File: src/rtl/add64_seq_ctrl.sv
// 64-bit add/subtract unit that reuses one 16-bit carry-lookahead slice over
// four cycles (low slice first), with valid/ready request and result ports.
module add64_seq_ctrl (
  input  logic        clk,
  input  logic        rst_n,
  input  logic        start_valid,
  output logic        start_ready,
  input  logic        sub,
  input  logic        cin,
  input  logic [63:0] a,
  input  logic [63:0] b,
  output logic        res_valid,
  input  logic        res_ready,
  output logic [63:0] sum,
  output logic        cout,
  output logic        ovf,
  output logic        busy,
  output logic [1:0]  dbg_state_o
);

  // Handshakes: a transfer happens on a rising edge where valid and ready are
  // both high; valid, once raised, holds its payload stable until that edge.
  typedef enum logic [1:0] {
    IDLE = 2'd0,
    RUN  = 2'd1,
    DONE = 2'd2
  } state_t;

  state_t      state_q, state_d;
  logic [1:0]  slice_q;
  logic        carry_q;
  logic [63:0] a_q, b_q;
  logic [63:0] sum_q;
  logic        cout_q, ovf_q;

  // 4-bit lookahead: returns carries into positions 0..4 (bit 0 is ci).
  function automatic logic [4:0] cla4(input logic [3:0] g, input logic [3:0] p,
                                      input logic ci);
    logic [4:0] c;
    c[0] = ci;
    c[1] = g[0] | (p[0] & ci);
    c[2] = g[1] | (p[1] & g[0]) | (p[1] & p[0] & ci);
    c[3] = g[2] | (p[2] & g[1]) | (p[2] & p[1] & g[0]) | (p[2] & p[1] & p[0] & ci);
    c[4] = g[3] | (p[3] & g[2]) | (p[3] & p[2] & g[1]) | (p[3] & p[2] & p[1] & g[0])
         | (p[3] & p[2] & p[1] & p[0] & ci);
    return c;
  endfunction

  logic [15:0] op_a, op_b, sl_g, sl_p, sl_s;
  logic [16:0] sl_c;
  logic [3:0]  grp_g, grp_p;
  logic [4:0]  grp_c;
  logic [4:0]  bit_c;

  // Slice adder: bit g/p, group g/p, second-level lookahead for group carries.
  always_comb begin
    op_a  = a_q[{slice_q, 4'b0000} +: 16];
    op_b  = b_q[{slice_q, 4'b0000} +: 16];
    sl_g  = op_a & op_b;
    sl_p  = op_a ^ op_b;
    grp_g = '0;
    grp_p = '0;
    for (int j = 0; j < 4; j++) begin
      grp_g[j] = sl_g[4*j+3] | (sl_p[4*j+3] & sl_g[4*j+2])
               | (sl_p[4*j+3] & sl_p[4*j+2] & sl_g[4*j+1])
               | (sl_p[4*j+3] & sl_p[4*j+2] & sl_p[4*j+1] & sl_g[4*j]);
      grp_p[j] = &sl_p[4*j +: 4];
    end
    grp_c = cla4(grp_g, grp_p, carry_q);
    sl_c  = '0;
    bit_c = '0;
    for (int j = 0; j < 4; j++) begin
      bit_c         = cla4(sl_g[4*j +: 4], sl_p[4*j +: 4], grp_c[j]);
      sl_c[4*j +: 5] = bit_c;
    end
    sl_c[16] = grp_c[4];
    sl_s     = sl_p ^ sl_c[15:0];
  end

  always_comb begin
    state_d = state_q;
    case (state_q)
      IDLE:    if (start_valid) state_d = RUN;
      RUN:     if (slice_q == 2'd3) state_d = DONE;
      DONE:    if (res_ready) state_d = IDLE;
      default: state_d = IDLE;
    endcase
  end

  always_ff @(posedge clk or negedge rst_n) begin
    if (!rst_n) state_q <= IDLE;
    else        state_q <= state_d;
  end

  always_ff @(posedge clk or negedge rst_n) begin
    if (!rst_n) begin
      slice_q <= 2'd0;
      carry_q <= 1'b0;
      a_q     <= '0;
      b_q     <= '0;
      sum_q   <= '0;
      cout_q  <= 1'b0;
      ovf_q   <= 1'b0;
    end else begin
      case (state_q)
        IDLE: begin
          if (start_valid) begin
            a_q     <= a;
            b_q     <= sub ? ~b : b;
            carry_q <= sub | cin;
            slice_q <= 2'd0;
          end
        end
        RUN: begin
          sum_q[{slice_q, 4'b0000} +: 16] <= sl_s;
          carry_q <= sl_c[16];
          slice_q <= slice_q + 2'd1;
          if (slice_q == 2'd3) begin
            cout_q <= sl_c[16];
            ovf_q  <= sl_c[16] ^ sl_c[15];
          end
        end
        default: ;
      endcase
    end
  end

  assign start_ready = (state_q == IDLE);
  assign busy        = (state_q == RUN) || (state_q == DONE);
  assign res_valid   = (state_q == DONE);
  assign sum         = sum_q;
  assign cout        = cout_q;
  assign ovf         = ovf_q;
  assign dbg_state_o = state_q;

endmodule

File: config.mk
export PLATFORM = sky130hd
export DESIGN_NAME = add64_seq_ctrl
export DESIGN_NICKNAME = d
export VERILOG_FILES = /design/src/rtl/add64_seq_ctrl.sv
export SDC_FILE = /design/constraint.sdc
export NUM_CORES = 1
export LEC_CHECK = 0
export CAP_MARGIN = 20
export CORE_MARGIN = 3
export CORE_UTILIZATION = 51
export DETAILED_ROUTE_END_ITERATION = 8
export PLACE_DENSITY = 0.8
export SLEW_MARGIN = 15
export SYNTH_ARGS = -nofsm -noshare
export SYNTH_HDL_FRONTEND = slang
export SYNTH_SLANG_ARGS = --single-unit
File: constraint.sdc
create_clock -name clk -period 4.55 [get_ports clk]
set_input_delay 0.6825 -clock clk [delete_from_list [all_inputs] [get_ports clk]]
set_output_delay 0.6825 -clock clk [all_outputs]
set_load 0.01 [all_outputs]
==> run metrics <==
post-cts sizing count=0; CP arrival=4.09 ns; Clock Skew=0.00500 ns; Horiz. Die Dim=142 um; Die H=142 um; crit-path cells=buf_12, mux4_2, ha_1, o21ai_0, nor4b_2, o21ai_2, nand3b_1, fa_1, xnor2_1, o21ai_0; RR Startpoint=slice_q[0]; Post-Syn Area=9500 um^2; TritonCTS Sinks=199; Vias per Instance=5.65; Max Transition Viols Final=0; Gate Count Post-Synth=790; Final period util=about 83%; syn nets=953; PwrDens=798 nW/um^2; initial core utilization=52.3%; count of cell types in the netlist=slightly below 50; TritonRoute pass-1 iters=5; fin area=12300 um^2; antenna-violating nets left=0; Core Area=roughly 18000 um^2; Critical Path RT=a little under 5 ns; RSZ-0062 raised after global routing=no; Reg clk slew, reported paths=approximately 0.070 ns; Critical Path Slowest Stage Cell=dfrtp_2; Vias=6900; ANT cells=0; setup violators final=0; VDD IR max=0.000570 V; GPL Wtd Cong=0.892; CTS tree=built; CP delay by family, top=adder cells; Layout area overhead=29.7%; first-pass GRT wire length=37600 um; Setup WS pre-CTS=0.740 ns; Startpoint Class=register; Worst Max-Slew Pin Slew=0.985 ns; register area share after synthesis=a little over half; Tightest Hold Check Type=in2async; clk root buf=clkbuf_16; asr flop ratio synth=100%; DIE AREA=20300 um^2; Worst-Skew Late Latency=0.43 ns; WP buf/inv=1; total negative slack=0 ns; max-cap violation count=0; TritonCTS buffer count=17; worst-path fanout max=22; CP startpoint=slice_q[0]; filler cell count in the final layout=1312; Slew HR=34.3%; clock buffer depth=2; DP Area=roughly 12000 um^2; Iter 0 DRT Violations=~580; hold slack=0.347 ns; all-layer global routing usage=24.0%; fin crit period=3.79 ns; vias in the first global route=7099; # DRC=0; I/O pin cnt=205; Seq cells post-synth=199; Syn Area/Cell=12.0 um^2; largest net degree at the start of global routing=111; H-tree depth=4; total global routing overflow=0; Critical Path Sink Type=register; status=completed; maximum achievable frequency=264 MHz; Final WS setup=0.759 ns; worst reg-to-reg setup slack=around 0.76 ns; hold_buf cts=0; I/O Buffers=204; hpwl dp=17900 um; initial antenna violation count=0; post-CTS setup buffers=0; most frequent CP cell=o21ai_0; EDFF count, synth=0; WL/cell=19.7 um; Total Nets Final=1144; CP Class=reg2reg; synth warn=0; final WL=24000 um; Leak Pwr=5.19 nW; Synth Flop Type=dfrtp_1; share of cells above drive strength 1=15.2%; Worst path max stage delay=0.80 ns; final hold violation count=0; site row count=between 40 and 50
-- cells in the final DEF, fill, tap and decap left out, types with 5 or more instances in the layout --
master and count:
xnor2_1 70, clkdlybuf4s50_1 202, buf_4 12, nand2_1 114, a21oi_1 12, mux2i_1 5
a22oi_1 5, mux2_2 65, dfrtp_1 197, a22o_1 28, nor2_1 17, clkbuf_16 17
ha_1 25, mux4_2 32, inv_1 11, o21ai_0 97
-- worst register-to-register path, stage by stage (launching register included) --
cell and delay, ns:
dfrtp_2 0.80, buf_12 0.28, mux4_2 0.53, ha_1 0.37, o21ai_0 0.26, nor4b_2 0.10, o21ai_2 0.25, nand3b_1 0.18
fa_1 0.46, xnor2_1 0.29, o21ai_0 0.15
-- state kept, by name (all words and copies together), names as in the netlist --
signal and cells:
b_q 64, carry_q 1, cout 1, sum 64
slice_q 2, ovf 1, a_q 64, dbg_state_o 2
-- path summary, 6_finish.rpt --
| check | end | cells after the start |
|---|---|---|
| max in group asynchronous | sum[63] | 2 |
| worst max register to register | sum[29] | 10 |
| worst max-delay path | sum[29] | 10 |
| min in group clk | b_q[42] | 2 |
| worst min register to register | b_q[42] | 2 |
| worst min-delay path | sum[22] | 1 |
-- Yosys cell counts, drive strengths merged (4+ instances only) --
| master | instances | area (um^2) |
|---|---|---|
| dfrtp | 199 | 4980 |
| nand2 | 115 | 432 |
| o21ai | 102 | 514 |
| xnor2 | 70 | 613 |
| mux2 | 65 | 732 |
| clkbuf | 32 | 120 |
| mux4 | 32 | 721 |
| a22o | 28 | 245 |
| ha | 25 | 313 |
| nor2 | 17 | 63.8 |
| a21oi | 13 | 68.8 |
| buf | 13 | 62.6 |
| inv | 11 | 41.3 |
| a22oi | 5 | 37.5 |
| mux2i | 5 | 50.1 |
| nand3 | 5 | 30.0 |
| a21o | 4 | 30.0 |
| a32o | 4 | 40.0 |
| fa | 4 | 80.1 |
| nand2b | 4 | 25.0 |
| or3 | 4 | 30.0 |
-- routing by layer --
metal	routed length (um)	up-vias	global-route usage (%)	share of wire [%]
li1	-	3180	-	-
met1	10100	3408	32.5	42
met2	11800	267	39.1	49
met3	1590	45	5.07	6.6
met4	569	0	7.50	2.4
met5	0	-	0	0
-- power by group --
group | internal (mW) | total (mW) | switching (mW)
Clock | 0.792 | 1.42 | 0.632
Combinational | 2.39 | 5.31 | 2.91
Sequential | 2.54 | 3.10 | 0.555
-- through the flow --
step                total power, mW  util, %  cells
global placement               8.17     64.8   1190
finish                         9.83     67.9   1222
floorplan                      6.45        -    790
detailed placement             8.36     64.8   1190
global route                   10.5     67.9   1222
CTS                            9.82     67.8   1221
-- cell type report --
cell class	count	area (um^2)	share of cell area, %
well taps	229	287	2.33
clock buffers	23	478	3.88
flip-flops and latches	199	4980	40.5
multi-input cells	535	4300	34.9
repair buffers	217	2150	17.5
inverters	11	41.3	0.335
clock inverters	8	73.8	0.599
-- logic make-up after synthesis --
kind of cell | share of synthesized area [%]
DFF | 52.4
AOI/OAI and AO/OA | 11.2
and+or+nand+nor | 7.47
muxes | 15.8
xor gates and xnor gates | 6.55
buffers and inverters | 2.36
adders and majority gates | 4.14
No activity file was read; power rests on OpenSTA's default activity.
